==> src/rtl/pq_pkg.sv <==
// Shared types and sizing for the shift-register priority queue.
package pq_pkg;

  localparam int KEY_WIDTH   = 8;
  localparam int VAL_WIDTH   = 8;
  localparam int PQ_CAPACITY = 8;

  typedef struct packed {
    logic [KEY_WIDTH-1:0] key;
    logic [VAL_WIDTH-1:0] value;
  } kv_t;

  localparam logic [KEY_WIDTH-1:0] KEYINF   = '1;
  localparam kv_t                  KV_EMPTY = '{key: KEYINF, value: '0};

endpackage

==> src/rtl/pq_if.sv <==
// Bundle between the priority queue and its environment.
import pq_pkg::*;

interface pq_if (input logic clk);
  logic rst;
  logic enq;
  logic deq;
  kv_t  kvi;
  kv_t  kvo;
  logic busy;
  logic full;
  logic empty;

  modport dev (input clk, rst, enq, deq, kvi, output kvo, busy, full, empty);
  modport tb  (input clk, kvo, busy, full, empty, output rst, enq, deq, kvi);
endinterface

==> src/rtl/sr_pq_s_cell.sv <==
// One slot of the sorted shift register: holds {valid, kv} and decides each
// cycle whether to hold, take kvi, or take a neighbour's entry.
module sr_pq_s_cell
  import pq_pkg::*;
#(
  parameter bit BOTTOM = 1'b0   // cell 0: no real neighbour below
) (
  input  logic clk,
  input  logic rst,
  input  logic ins,             // qualified insert (also set during replace)
  input  logic rem,             // qualified remove (also set during replace)
  input  kv_t  kvi,
  input  logic below_valid,
  input  logic below_keep,
  input  kv_t  below_kv,
  input  logic above_valid,
  input  logic above_keep,
  input  kv_t  above_kv,
  output logic valid,
  output logic keep,
  output kv_t  kv
);

  logic nxt_valid;
  kv_t  nxt_kv;

  // An entry stays below kvi when its key is <= kvi.key, so equal keys keep FIFO order.
  assign keep = valid && (kv.key <= kvi.key);

  // Next-entry selection for insert, remove and replace.
  always_comb begin
    // NOTE: defaults first so every path assigns both outputs and no latch is inferred.
    nxt_valid = valid;
    nxt_kv    = kv;
    if (ins && rem) begin
      // Replace: view the array after a shift-down, then insert into it.
      // The post-remove occupant of this slot is the cell above, and the one
      // below it is this cell's current entry; the head itself is discarded.
      if (above_keep) begin
        nxt_valid = 1'b1;
        nxt_kv    = above_kv;
      end else if (keep || BOTTOM) begin
        nxt_valid = 1'b1;
        nxt_kv    = kvi;
      end
    end else if (rem) begin
      nxt_valid = above_valid;
      nxt_kv    = above_kv;
    end else if (ins) begin
      if (keep) begin
        nxt_valid = valid;
      end else if (below_keep || BOTTOM) begin
        nxt_valid = 1'b1;
        nxt_kv    = kvi;
      end else if (below_valid) begin
        nxt_valid = 1'b1;
        nxt_kv    = below_kv;
      end
    end
  end

  // Slot register with synchronous reset to an empty slot.
  always_ff @(posedge clk) begin
    // NOTE: sequential state uses non-blocking assignments so all cells shift off the same old values.
    if (rst) begin
      valid <= 1'b0;
      kv    <= KV_EMPTY;
    end else begin
      valid <= nxt_valid;
      kv    <= nxt_kv;
    end
  end

endmodule

==> src/rtl/sr_pq_s.sv <==
// Single-cycle shift-register min-priority queue of key/value pairs.
module sr_pq_s
  import pq_pkg::*;
(
  pq_if.dev pq
);

  // Index i+1 is cell i; indices 0 and PQ_CAPACITY+1 are the tied-off ends.
  logic [PQ_CAPACITY+1:0] v_ext;
  logic [PQ_CAPACITY+1:0] k_ext;
  kv_t                    kv_ext [PQ_CAPACITY+2];
  logic                   ins;
  logic                   rem;

  assign v_ext[0]               = 1'b0;
  assign k_ext[0]               = 1'b0;
  assign kv_ext[0]              = KV_EMPTY;
  assign v_ext[PQ_CAPACITY+1]   = 1'b0;
  assign k_ext[PQ_CAPACITY+1]   = 1'b0;
  assign kv_ext[PQ_CAPACITY+1]  = KV_EMPTY;

  // Status comes straight from the registered valid run.
  assign pq.empty = ~v_ext[1];
  assign pq.full  = v_ext[PQ_CAPACITY];
  assign pq.busy  = 1'b0;
  assign pq.kvo   = v_ext[1] ? kv_ext[1] : KV_EMPTY;

  // Enq on a full queue is only honoured as part of a replace; enq+deq on an
  // empty queue degenerates to a plain insert because rem stays low.
  assign ins = pq.enq & (pq.deq | ~pq.full);
  assign rem = pq.deq & ~pq.empty;

  for (genvar i = 0; i < PQ_CAPACITY; i++) begin : g_cell
    sr_pq_s_cell #(
      .BOTTOM ((i == 0) ? 1'b1 : 1'b0)
    ) u_cell (
      .clk         (pq.clk),
      .rst         (pq.rst),
      .ins         (ins),
      .rem         (rem),
      .kvi         (pq.kvi),
      .below_valid (v_ext[i]),
      .below_keep  (k_ext[i]),
      .below_kv    (kv_ext[i]),
      .above_valid (v_ext[i+2]),
      .above_keep  (k_ext[i+2]),
      .above_kv    (kv_ext[i+2]),
      .valid       (v_ext[i+1]),
      .keep        (k_ext[i+1]),
      .kv          (kv_ext[i+1])
    );
  end

endmodule

==> src/flat_wrapper.sv <==
// flat-port wrapper written by rule: the top's interface ports become plain ports
module sr_pq_s_flat import pq_pkg::*;
  (clk, pq_rst, pq_enq, pq_deq, pq_kvi, pq_kvo, pq_busy, pq_full, pq_empty);
  pq_if pq_i (.clk(clk));
  input wire logic clk;
  input wire logic [$bits(pq_i.rst)-1:0] pq_rst;
  input wire logic [$bits(pq_i.enq)-1:0] pq_enq;
  input wire logic [$bits(pq_i.deq)-1:0] pq_deq;
  input wire logic [$bits(pq_i.kvi)-1:0] pq_kvi;
  output wire logic [$bits(pq_i.kvo)-1:0] pq_kvo;
  output wire logic [$bits(pq_i.busy)-1:0] pq_busy;
  output wire logic [$bits(pq_i.full)-1:0] pq_full;
  output wire logic [$bits(pq_i.empty)-1:0] pq_empty;
  assign pq_i.rst = pq_rst;
  assign pq_i.enq = pq_enq;
  assign pq_i.deq = pq_deq;
  assign pq_i.kvi = pq_kvi;
  assign pq_kvo = pq_i.kvo;
  assign pq_busy = pq_i.busy;
  assign pq_full = pq_i.full;
  assign pq_empty = pq_i.empty;
  sr_pq_s u_core (.pq(pq_i));
endmodule
==> config.mk <==
export PLATFORM = sky130hd
export DESIGN_NAME = sr_pq_s_flat
export DESIGN_NICKNAME = d
export VERILOG_FILES = /design/src/rtl/pq_pkg.sv /design/src/rtl/pq_if.sv /design/src/rtl/sr_pq_s_cell.sv /design/src/rtl/sr_pq_s.sv /design/src/flat_wrapper.sv
export SDC_FILE = /design/constraint.sdc
export NUM_CORES = 1
export LEC_CHECK = 0
export CORE_ASPECT_RATIO = 0.8
export CORE_MARGIN = 4
export CORE_UTILIZATION = 52
export CTS_BUF_LIST = sky130_fd_sc_hd__clkbuf_16
export CTS_CLUSTER_DIAMETER = 60
export DETAILED_ROUTE_END_ITERATION = 12
export PLACE_DENSITY = 0.76
export SKIP_CTS_REPAIR_TIMING = 1
export SYNTH_ARGS = -nofsm -noshare
export SYNTH_HDL_FRONTEND = slang
export SYNTH_SLANG_ARGS = --single-unit
==> constraint.sdc <==
create_clock -name clk -period 9.27 [get_ports clk]
set_input_delay 1.854 -clock clk [delete_from_list [all_inputs] [get_ports clk]]
set_output_delay 1.854 -clock clk [all_outputs]
set_load 0.1 [all_outputs]
==> reports/results.ini <==
[run_status]
status=complete, no violations

[die]
die_h_um=124
start_util_pct=52.9
io_pins=39
row_count=42
die_area_mm2=0.0190
coreArea_mm2=0.0166
die_x_um=153

[synth]
synth_cells=1029
synthArstFlopShare_pct=0
synthTopCellsByArea=dfxtp_1 (31%), ha_1 (9.1%), a21oi_1 (4.5%), o21ai_0 (2.9%), nor2_1 (2.7%)
synth_area_mm2=0.00876
yosys.area.top_type=dfxtp_1
seq_area_frac_synth_pct=31.1
synth_nets=1113
ys_warn_count=0
ys_types=84
synth_flop_cell=dfxtp_1
synth_top_area_share_pct=31.1
ys_seq_elements=136
synth_edf_count=0
syn_area_per_cell_um2=8.52

[routing]
dr.pass1.iters=7
vias=8705
antenna_left=0
via_per_inst=6.98
drc=0
wl_per_cell_um=22.0
totalWireLength_um=27500
drtIter0Drc=1388

[worst_setup_path]
critPathMaxStageDelay_ns=0.79
crit_path_end_kind=flop
worst-path-buf-inv=2
crit_chain=clkdlybuf4s50_1 -> inv_1 -> ha_1 -> nor2b_1 -> o21bai_1 -> a21oi_1 -> o31ai_4 -> or3_1 -> o2111ai_1 -> a21oi_1
cp_top_family=compound AO/OA/AOI/OAI gates
slowest_stage=or3_1
critPathLaunchType=primary input
crit_fanout=23
critPathKind=in2reg
critPathMostFrequentCell=a21oi_1
cp.required_ns=9.62
crit_arrival_ns=5.66

[sta]
fmax_mhz=188
worst_slew_pin_slew_ns=1.13
skew_ns=0.00866
setup_tns_ns=0
finalCritPeriodShare_pct=57.3
layout_min_cycle_time_ns=5.31
setup_viol=0
final_max_slew_viol_count=0
setup_slack_ns=3.96
max-slew-margin-rel_pct=24.4
rsz0062_at_grt=false
hold_viol_final=0

[cts]
cts_tree=built
clkTransAtPathRegs_ns=0.06
clock_path_buffers=2
cts_made_buffers=17
cts.sink_count=136
htree_levels=4
root_buffer=clkbuf_16
clkLatencyLatePin_ns=0.43

[placement]
pre_cts_ws_ns=3.66
port_buffers=37
hpwl_um=19400
finalWeightedCongestion=1.01

[grt]
grt_max_degree=91
grt_pass1_wl_um=43900
grt_use_total_pct=28.7
grt_overflow=0
antenna_found_initial=0
grt_pass1_vias=7885

[min_path]
hold_path_class=reg2reg

[cells_and_area]
fin_nets=1099
multiInputGateArea_mm2=0.00548
diodes=0
syn2layout_area_growth_pct=10.0
seqCellArea_mm2=0.00272
n_fill_cell=1516
drive_gt1_share_pct=11.7

[power]
vdd_drop_max_mv=0.141
power_density_mw_per_mm2=184
leakage_uw=0.00355

[run]
drv_cap=0

-- registers in the layout, summed over array words and instances, names as in the netlist --
register	count
u_core.g_cell.u_cell.kv	128
u_core.g_cell.u_cell.valid	8
-- cells by family (layout without fill, tap and decap cells) --
family / after synthesis / in the layout / share of synthesized area [%]
multiplexers: 17 / 17 / 1.98
AO/OA/AOI/OAI: 420 / 420 / 36.1
flip-flops: 136 / 136 / 31.1
AND/OR/NAND/NOR: 270 / 270 / 15.2
other: 1 / 1 / 0.0428
adder cells (fa/ha/maj): 64 / 64 / 9.14
buffers and inverters: 121 / 120 / 6.45
-- Yosys cell counts (7+ instances only) --
library cell / n
o211ai_1: 14
a32oi_1: 7
dfxtp_1: 136
a21oi_1: 79
a222oi_1: 23
or2_2: 8
and2_1: 13
nand2b_1: 9
inv_1: 36
nor2_1: 64
nand2_1: 59
a21oi_2: 12
a221oi_1: 19
buf_2: 30
mux2i_1: 16
o21ai_0: 51
o22a_1: 8
o22ai_1: 24
a211o_1: 11
nor3_1: 45
clkbuf_1: 37
nor2b_1: 9
nand3_1: 26
a31oi_1: 25
a22oi_1: 26
a2111oi_0: 8
o21ai_1: 20
a211oi_1: 12
a211oi_2: 13
a22o_1: 15
ha_1: 64
nand4_1: 10
buf_6: 7
-- worst reg2reg max path: stages (launching register included) --
cell and delay, ns:
dfxtp_1 0.41, ha_1 0.28, a211o_1 0.31, o211ai_2 0.07, nand3b_2 0.14, o31ai_4 0.70, or3_1 0.79, o2111ai_1 0.21
a21oi_1 0.18
-- path summary, 6_finish.rpt --
path,depth (start not counted),to,slack (ns),start
worst max-delay path,10,u_core.g_cell[5].u_cell.kv[7],3.96,pq_kvi[9]
worst min-delay path,2,u_core.g_cell[6].u_cell.kv[7],0.47,u_core.g_cell[6].u_cell.kv[7]
worst max register to register,8,u_core.g_cell[5].u_cell.kv[7],6.10,u_core.g_cell[6].u_cell.kv[13]
worst min register to register,2,u_core.g_cell[6].u_cell.kv[7],0.47,u_core.g_cell[6].u_cell.kv[7]
-- report_power, final --
group	leakage (uW)	total [uW]	internal [uW]	switching, uW
registers	0.00112	700	637	63.1
clock network	0.000267	653	368	285
logic	0.00217	421	152	268
total	0.00355	1770	1160	616
-- metal layers --
layer  global-route usage [%]  routed length [um]
met1                     42.1               12100
met3                     8.89                3830
met5                        0                   0
met2                     40.8               11100
met4                     7.29                 401
-- cell type report --
| class | instances | share of cell area (%) |
|---|---|---|
| Clock buffer | 17 | 4.41 |
| Tap cell | 220 | 2.86 |
| Inverter | 38 | 1.48 |
| Sequential cell | 136 | 28.2 |
| Timing Repair Buffer | 50 | 4.83 |
| Clock inverter | 15 | 1.32 |
| Multi-Input combinational cell | 772 | 56.9 |
-- per-stage QoR --
stage | instance area (um2) | total power [uW] | hold WS (ns) | std cells | util, %
2_1_floorplan | 8760 | 1010 | 0.444 | 1029 | -
3_3_place_gp | 9090 | 1110 | 0.464 | 1216 | 54.9
3_5_place_dp | 9090 | 1120 | 0.465 | 1216 | 54.9
4_1_cts | 9640 | 1760 | 0.473 | 1248 | 58.2
5_1_grt | 9640 | 1850 | 0.511 | 1248 | 58.2
6_report | 9640 | 1770 | 0.472 | 1248 | 58.2
-- cell usage in the layout (no fill, tap or decap), types with 5 or more instances in the layout --
cell type and instances:
dfxtp_1 136, a21oi_1 79, nor2_1 64, ha_1 64
nand2_1 59, o21ai_0 51, nor3_1 45, inv_1 37
clkdlybuf4s50_1 36, nand3_1 26, a22oi_1 26, a31oi_1 25
o22ai_1 24, a222oi_1 23, o21ai_1 20, a221oi_1 19
clkbuf_16 17, mux2i_1 16, a22o_1 15, o211ai_1 14
buf_4 14, and2_1 13, a211oi_1 12, a211oi_2 12
a21oi_2 12, a211o_1 11, nand4_1 10, nand2b_1 9
nor2b_1 9, o22a_1 8, or2_2 8, a2111oi_0 8
a32oi_1 7, a21o_1 5, or3_1 5, a221oi_2 5
No activity file was read; power rests on OpenSTA's default activity.
